### config.mk
export PLATFORM = sky130hd
export DESIGN_NAME = mem_port_arbiter
export DESIGN_NICKNAME = d
export VERILOG_FILES = /design/src/rtl/mem_port_arbiter.sv
export SDC_FILE = /design/constraint.sdc
export NUM_CORES = 1
export LEC_CHECK = 0
export CAP_MARGIN = 20
export CORE_MARGIN = 2
export CORE_UTILIZATION = 40
export CTS_CLUSTER_DIAMETER = 40
export CTS_CLUSTER_SIZE = 12
export DETAILED_ROUTE_END_ITERATION = 8
export PLACE_DENSITY = 0.8
export RECOVER_POWER = 50
export SETUP_SLACK_MARGIN = 0.02
export SYNTH_ARGS = -nofsm -noshare
export SYNTH_HDL_FRONTEND = slang
export SYNTH_SLANG_ARGS = --single-unit
### constraint.sdc
create_clock -name i_clk -period 2.1 [get_ports i_clk]
set_input_delay 0.42 -clock i_clk [delete_from_list [all_inputs] [get_ports i_clk]]
set_output_delay 0.42 -clock i_clk [all_outputs]
set_load 0.02 [all_outputs]
### src/rtl/mem_port_arbiter.sv
// mem_port_arbiter
//   Shares the single port of the unified 16K x 36 memory between the fetch
//   unit (IF) and the load/store unit (LS). LS has priority, but IF is
//   guaranteed a grant after MAX_LS_STREAK consecutive LS grants while it
//   waits. The memory command is registered (cycle T+1 after a transfer at
//   edge T). Read data is captured from i_mem_rdata at the edge that closes
//   the o_mem_re cycle and is presented, tagged to its requester, in T+2.
//   Optional feature macro: ARB_PERF_EN adds two saturating 16-bit
//   performance counters (IF stall cycles, LS transfers).
module mem_port_arbiter #(
    parameter int                    ADDR_WIDTH    = 14,
    parameter int                    DATA_WIDTH    = 36,
    parameter int                    INSTR_WIDTH   = 18,
    parameter logic [ADDR_WIDTH-1:0] MEM_BASE_ADDR = 14'h2000,
    parameter int                    MAX_LS_STREAK = 4
) (
    input  logic                   i_clk,
    input  logic                   i_rst_n,
    input  logic                   i_if_req,
    input  logic [ADDR_WIDTH-1:0]  i_if_addr,
    output logic                   o_if_gnt,
    output logic                   o_if_rvalid,
    output logic [INSTR_WIDTH-1:0] o_if_instr,
    input  logic                   i_ls_req,
    input  logic                   i_ls_we,
    input  logic [ADDR_WIDTH-1:0]  i_ls_addr,
    input  logic [DATA_WIDTH-1:0]  i_ls_wdata,
    output logic                   o_ls_gnt,
    output logic                   o_ls_rvalid,
    output logic [DATA_WIDTH-1:0]  o_ls_rdata,
    output logic                   o_ls_fault,
    output logic [ADDR_WIDTH-1:0]  o_mem_addr,
    output logic                   o_mem_re,
    output logic                   o_mem_we,
    output logic [DATA_WIDTH-1:0]  o_mem_wdata,
    input  logic [DATA_WIDTH-1:0]  i_mem_rdata
`ifdef ARB_PERF_EN
    ,
    output logic [15:0]            o_perf_if_stall,
    output logic [15:0]            o_perf_ls_xfer
`endif
);

    localparam int STREAK_W = $clog2(MAX_LS_STREAK + 1);
    localparam logic [STREAK_W-1:0] STREAK_MAX = STREAK_W'(MAX_LS_STREAK);

    // Owner tag carried with each in-flight access.
    localparam logic OWNER_IF = 1'b0;
    localparam logic OWNER_LS = 1'b1;

    logic                   ls_gnt;
    logic                   if_gnt;
    logic                   ls_xfer;
    logic                   if_xfer;
    logic                   ls_addr_bad;
    logic                   if_addr_ok;

    logic [STREAK_W-1:0]    streak_q,    streak_d;

    // Stage 1: memory command plus the tag of the access it belongs to.
    logic [ADDR_WIDTH-1:0]  mem_addr_q,  mem_addr_d;
    logic                   mem_re_q,    mem_re_d;
    logic                   mem_we_q,    mem_we_d;
    logic [DATA_WIDTH-1:0]  mem_wdata_q, mem_wdata_d;
    logic                   ls_fault_q,  ls_fault_d;
    logic                   tag1_valid_q, tag1_valid_d;
    logic                   tag1_owner_q, tag1_owner_d;
    logic                   tag1_nop_q,   tag1_nop_d;

    // Stage 2: registered responses.
    logic                   if_rvalid_q, if_rvalid_d;
    logic [INSTR_WIDTH-1:0] if_instr_q,  if_instr_d;
    logic                   ls_rvalid_q, ls_rvalid_d;
    logic [DATA_WIDTH-1:0]  ls_rdata_q,  ls_rdata_d;

    // Grant selection: LS wins unless IF has already waited out a full streak.
    // Grants are suppressed while reset is asserted so nothing is accepted.
    always_comb begin
        ls_addr_bad = (i_ls_addr >= MEM_BASE_ADDR);
        if_addr_ok  = (i_if_addr >= MEM_BASE_ADDR);
        ls_gnt      = i_rst_n && i_ls_req && !(i_if_req && (streak_q == STREAK_MAX));
        if_gnt      = i_rst_n && i_if_req && !ls_gnt;
        ls_xfer     = i_ls_req && ls_gnt;
        if_xfer     = i_if_req && if_gnt;
    end

    // Streak of LS grants taken while IF was waiting; saturating.
    always_comb begin
        streak_d = streak_q;
        if (if_xfer || !i_if_req) begin
            streak_d = '0;
        end else if (ls_xfer && (streak_q != STREAK_MAX)) begin
            streak_d = streak_q + 1'b1;
        end
    end

    // Stage 1: build the memory command and the response tag for a transfer.
    // Address/write data hold their last value when no access is issued.
    always_comb begin
        mem_addr_d   = mem_addr_q;
        mem_wdata_d  = mem_wdata_q;
        mem_re_d     = 1'b0;
        mem_we_d     = 1'b0;
        ls_fault_d   = 1'b0;
        tag1_valid_d = 1'b0;
        tag1_owner_d = OWNER_IF;
        tag1_nop_d   = 1'b0;
        if (ls_xfer) begin
            tag1_owner_d = OWNER_LS;
            if (ls_addr_bad) begin
                // Accepted but never reaches memory; no response either.
                ls_fault_d = 1'b1;
            end else if (i_ls_we) begin
                mem_we_d    = 1'b1;
                mem_addr_d  = i_ls_addr;
                mem_wdata_d = i_ls_wdata;
            end else begin
                mem_re_d     = 1'b1;
                mem_addr_d   = i_ls_addr;
                tag1_valid_d = 1'b1;
            end
        end else if (if_xfer) begin
            tag1_valid_d = 1'b1;
            tag1_owner_d = OWNER_IF;
            if (if_addr_ok) begin
                mem_re_d   = 1'b1;
                mem_addr_d = i_if_addr;
            end else begin
                // Out-of-region fetch returns a NOP without touching memory.
                tag1_nop_d = 1'b1;
            end
        end
    end

    // Stage 2: route returning data to its owner; the other side stays 0.
    always_comb begin
        if_rvalid_d = tag1_valid_q && (tag1_owner_q == OWNER_IF);
        ls_rvalid_d = tag1_valid_q && (tag1_owner_q == OWNER_LS);
        if_instr_d  = '0;
        ls_rdata_d  = '0;
        if (if_rvalid_d && !tag1_nop_q) begin
            if_instr_d = i_mem_rdata[INSTR_WIDTH-1:0];
        end
        if (ls_rvalid_d) begin
            ls_rdata_d = i_mem_rdata;
        end
    end

    // State and pipeline registers; reset flushes everything in flight.
    always_ff @(posedge i_clk or negedge i_rst_n) begin
        if (!i_rst_n) begin
            streak_q     <= '0;
            mem_addr_q   <= '0;
            mem_re_q     <= 1'b0;
            mem_we_q     <= 1'b0;
            mem_wdata_q  <= '0;
            ls_fault_q   <= 1'b0;
            tag1_valid_q <= 1'b0;
            tag1_owner_q <= OWNER_IF;
            tag1_nop_q   <= 1'b0;
            if_rvalid_q  <= 1'b0;
            if_instr_q   <= '0;
            ls_rvalid_q  <= 1'b0;
            ls_rdata_q   <= '0;
        end else begin
            streak_q     <= streak_d;
            mem_addr_q   <= mem_addr_d;
            mem_re_q     <= mem_re_d;
            mem_we_q     <= mem_we_d;
            mem_wdata_q  <= mem_wdata_d;
            ls_fault_q   <= ls_fault_d;
            tag1_valid_q <= tag1_valid_d;
            tag1_owner_q <= tag1_owner_d;
            tag1_nop_q   <= tag1_nop_d;
            if_rvalid_q  <= if_rvalid_d;
            if_instr_q   <= if_instr_d;
            ls_rvalid_q  <= ls_rvalid_d;
            ls_rdata_q   <= ls_rdata_d;
        end
    end

    assign o_if_gnt    = if_gnt;
    assign o_ls_gnt    = ls_gnt;
    assign o_mem_addr  = mem_addr_q;
    assign o_mem_re    = mem_re_q;
    assign o_mem_we    = mem_we_q;
    assign o_mem_wdata = mem_wdata_q;
    assign o_ls_fault  = ls_fault_q;
    assign o_if_rvalid = if_rvalid_q;
    assign o_if_instr  = if_instr_q;
    assign o_ls_rvalid = ls_rvalid_q;
    assign o_ls_rdata  = ls_rdata_q;

`ifdef ARB_PERF_EN
    logic [15:0] perf_if_stall_q, perf_if_stall_d;
    logic [15:0] perf_ls_xfer_q,  perf_ls_xfer_d;

    // Saturating counters: IF waiting cycles and accepted LS transfers.
    always_comb begin
        perf_if_stall_d = perf_if_stall_q;
        perf_ls_xfer_d  = perf_ls_xfer_q;
        if (i_if_req && !if_gnt && (perf_if_stall_q != 16'hFFFF)) begin
            perf_if_stall_d = perf_if_stall_q + 16'd1;
        end
        if (ls_xfer && (perf_ls_xfer_q != 16'hFFFF)) begin
            perf_ls_xfer_d = perf_ls_xfer_q + 16'd1;
        end
    end

    // Counter registers, cleared by reset.
    always_ff @(posedge i_clk or negedge i_rst_n) begin
        if (!i_rst_n) begin
            perf_if_stall_q <= '0;
            perf_ls_xfer_q  <= '0;
        end else begin
            perf_if_stall_q <= perf_if_stall_d;
            perf_ls_xfer_q  <= perf_ls_xfer_d;
        end
    end

    assign o_perf_if_stall = perf_if_stall_q;
    assign o_perf_ls_xfer  = perf_ls_xfer_q;
`endif

endmodule
==> flow_summary.yaml <==
run_status:
  status: "finished, final reports clean"
critical_path:
  slowest_delay_ns: 0.39
  arrival_ns: 1.62
  crit_path_start_kind: "flop"
  worstPathCellList: "inv_2 -> ha_4 -> buf_6 -> nand3_2 -> and3_4 -> buf_6"
  crit_top_cell: "buf_6"
  endpoint_kind: "output port"
  required_ns: 1.68
  critPathMaxFanout: 3
  crit_slowest_cell: "dfrtp_1"
  path_class: "reg -> out"
clocking:
  cts_tree: "done"
  ctsRootBufferMaster: "clkbuf_8"
  htree_levels: 4
  worstSkewPairLatency_ns: 0.50
  clk_pin_slew_worst_paths_ns: 0.06
  clockBufferDepth: 2
  cts.sinks: 115
  cts_buffers: 17
synthesis:
  yosysWarningCount: 0
  synth_common_cells: "dfrtp_1 (115), and3_1 (40), mux2_4 (29)"
  synthFlopType: "dfrtp_1"
  synth_nets: 409
  seq_area_frac_synth_pct: 65.7
  synth_most_common_cell: "dfrtp_1"
  yosys.area.top_type: "dfrtp_1"
  synthCells: 302
  avgSynthCellArea_um2: 14.5
  synth_edf_count: 0
  synthArstFlopShare_pct: 100
  ys_top_cells_by_area: "dfrtp_1 (66%), mux2_4 (9.9%), and3_1 (5.7%), or3_1 (3.7%), o311a_1 (3.0%)"
  syn_area_um2: 4380
  yosysTopAreaCellShare_pct: 65.7
  synth-seq-cells: 115
  yosysUniqueCellTypes: 29
timing:
  final-hold-violation-count: 0
  maxSlewHeadroom_pct: 13.2
  rsz0062_at_grt: "true"
  fmax_mhz: 489
  setup_ws_ns: 0.0556
  layout_min_cycle_time_ns: 2.04
  period_share_pct: 97.4
  finalSetupViolCount: 0
  drv_slew: 0
  fin_worst_skew_ns: 0.00782
  worst_pin_slew_ns: 1.30
layout:
  drive_gt1_share_pct: 16.7
  nets: 645
  n_antenna_cell: 0
  fill_cells: 788
  areaGrowthSynthToFinish_pct: 68.4
  fin_area_um2: 7370
detailed_routing:
  drc: 0
  routed_wl_um: 12300
  drtAntennaViolNets: 0
  wire_per_inst_um: 17.7
  via_per_inst: 4.83
  drtIter0Drc: 112
  vias: 3335
  drtPass1Iterations: 4
placement:
  gp_congestion: 0.816
  place_area_um2: 6750
  pre_cts_ws_ns: -0.234
  portBuffers: 215
  hpwl_um: 8670
floorplanning:
  std_cell_rows: 38
  die_h_um: 109
  core-area_um2: 10700
  ioPinCount: 216
  die-area_um2: 11800
  initial_utilization_pct: 40.7
  die_x_um: 109
run:
  cap_violations: 0
global_routing:
  overflow: 0
  grt_pass1_wl_um: 18400
  grt_max_degree: 54
  antenna_found_initial: 0
  grt_pass1_vias: 3542
  grt_use_total_pct: 21.0
hold_path:
  hp-class: "in -> async"
power:
  leakagePower_nw: 3.38
  power_density_nw_per_um2: 909
  ir_drop_mv: 0.525
[cell type report]
class / count / area [µm²] / area share [%]
Sequential cell: 115 / 2880 / 39.0
Timing Repair Buffer: 237 / 2340 / 31.8
Multi-Input combinational cell: 164 / 1400 / 19.0
Clock buffer: 18 / 428 / 5.80
Tap cell: 140 / 175 / 2.38
Clock inverter: 14 / 139 / 1.88
Inverter: 3 / 11.3 / 0.153
[path summary, 6_finish.rpt]
check	from	endpoint	slack (ns)	cells past startpoint
worst min register to register	tag1_owner_q$_DFF_PN0_	o_if_rvalid$_DFF_PN0_	0.44	1
worst min-delay path	i_rst_n	tag1_owner_q$_DFF_PN0_	0.33	2
worst max register to register	streak_q[1]$_DFFE_PN0P_	o_mem_addr[10]$_DFFE_PN0P_	0.14	6
worst max-delay path	streak_q[0]$_DFFE_PN0P_	o_ls_gnt	0.06	6
min in group i_clk	i_rst_n	tag1_nop_q$_DFF_PN0_	0.36	4
max in group asynchronous	i_rst_n	o_mem_wdata[28]$_DFFE_PN0P_	0.46	3
[per-stage QoR]
stage          hold WS, ns  utilization [%]  setup TNS (ns)  total power [mW]  cells
6_report             0.333             68.6               0              6.70    691
5_1_grt              0.372             68.6         -0.0153              6.98    691
4_1_cts             0.0980             68.5               0              6.76    689
3_5_place_dp         0.427             62.8           -4.06              4.03    654
3_3_place_gp         0.417             62.8           -2.27              3.99    654
2_1_floorplan        0.124                -               0              3.21    302
[kinds of logic after synthesis]
family	Yosys count	synth area share, %
muxes	36	11.7
AOI/OAI and AO/OA	21	4.29
and+or+nand+nor	105	14.9
adders and majority gates	2	0.572
buffers and inverters	23	2.74
DFF	115	65.7
[sequential cells by signal (all words and copies together) (netlist names), 3 cells and up]
| name | flops |
|---|---|
| o_if_instr | 18 |
| streak_q | 3 |
| o_mem_wdata | 36 |
| o_mem_addr | 14 |
| o_ls_rdata | 36 |
[report_power, final]
part	leakage, nW	internal (mW)	switching (mW)	total, mW
clock network	0.276	1.71	0.997	2.70
logic	1.62	0.815	0.611	1.43
registers	1.48	2.45	0.126	2.58
total	3.38	4.97	1.73	6.70
[critical path: cells and delay by family, from the launching register on]
family	cells	cell delay [ns]
fa+ha+maj	1	0.15
flops	1	0.39
simple gates	2	0.27
buf+inv	3	0.31
[cells in the final DEF, fill, tap and decap left out, types with 2 or more instances in the layout]
cell type	count
nand2b_1	3
and2_1	20
nand3_1	3
clkinvlp_4	3
dfrtp_1	115
bufinv_16	2
mux2_4	29
clkbuf_16	16
clkinv_4	3
and3b_1	2
and3_1	38
o21ai_0	2
or3_1	26
nand2_1	2
buf_6	3
mux2_1	7
clkinv_2	6
nor2_1	2
o311a_1	13
a21boi_1	2
buf_12	2
buf_4	17
clkdlybuf4s50_1	212
clkbuf_8	2
inv_2	2
[what timing repair did]
item                                    CTS  global route
endpoints found under the setup margin    2            16
resized for setup                        16             3
setup buffers                             2             2
hold endpoints to repair                 11             0
pin swaps                                 1             4
hold buffers                              1             0
[metal layers]
layer  up-vias  GRT usage [%]  wire [µm]  share of wire, %
met1      1635           24.4       4790                39
li1       1537              -          -                 -
met5         -              0          0                 0
met4         0           10.6        361               2.9
met2       136           36.0       6320                52
met3        27           5.26        794               6.5
Power figures use the tool's default switching activity.
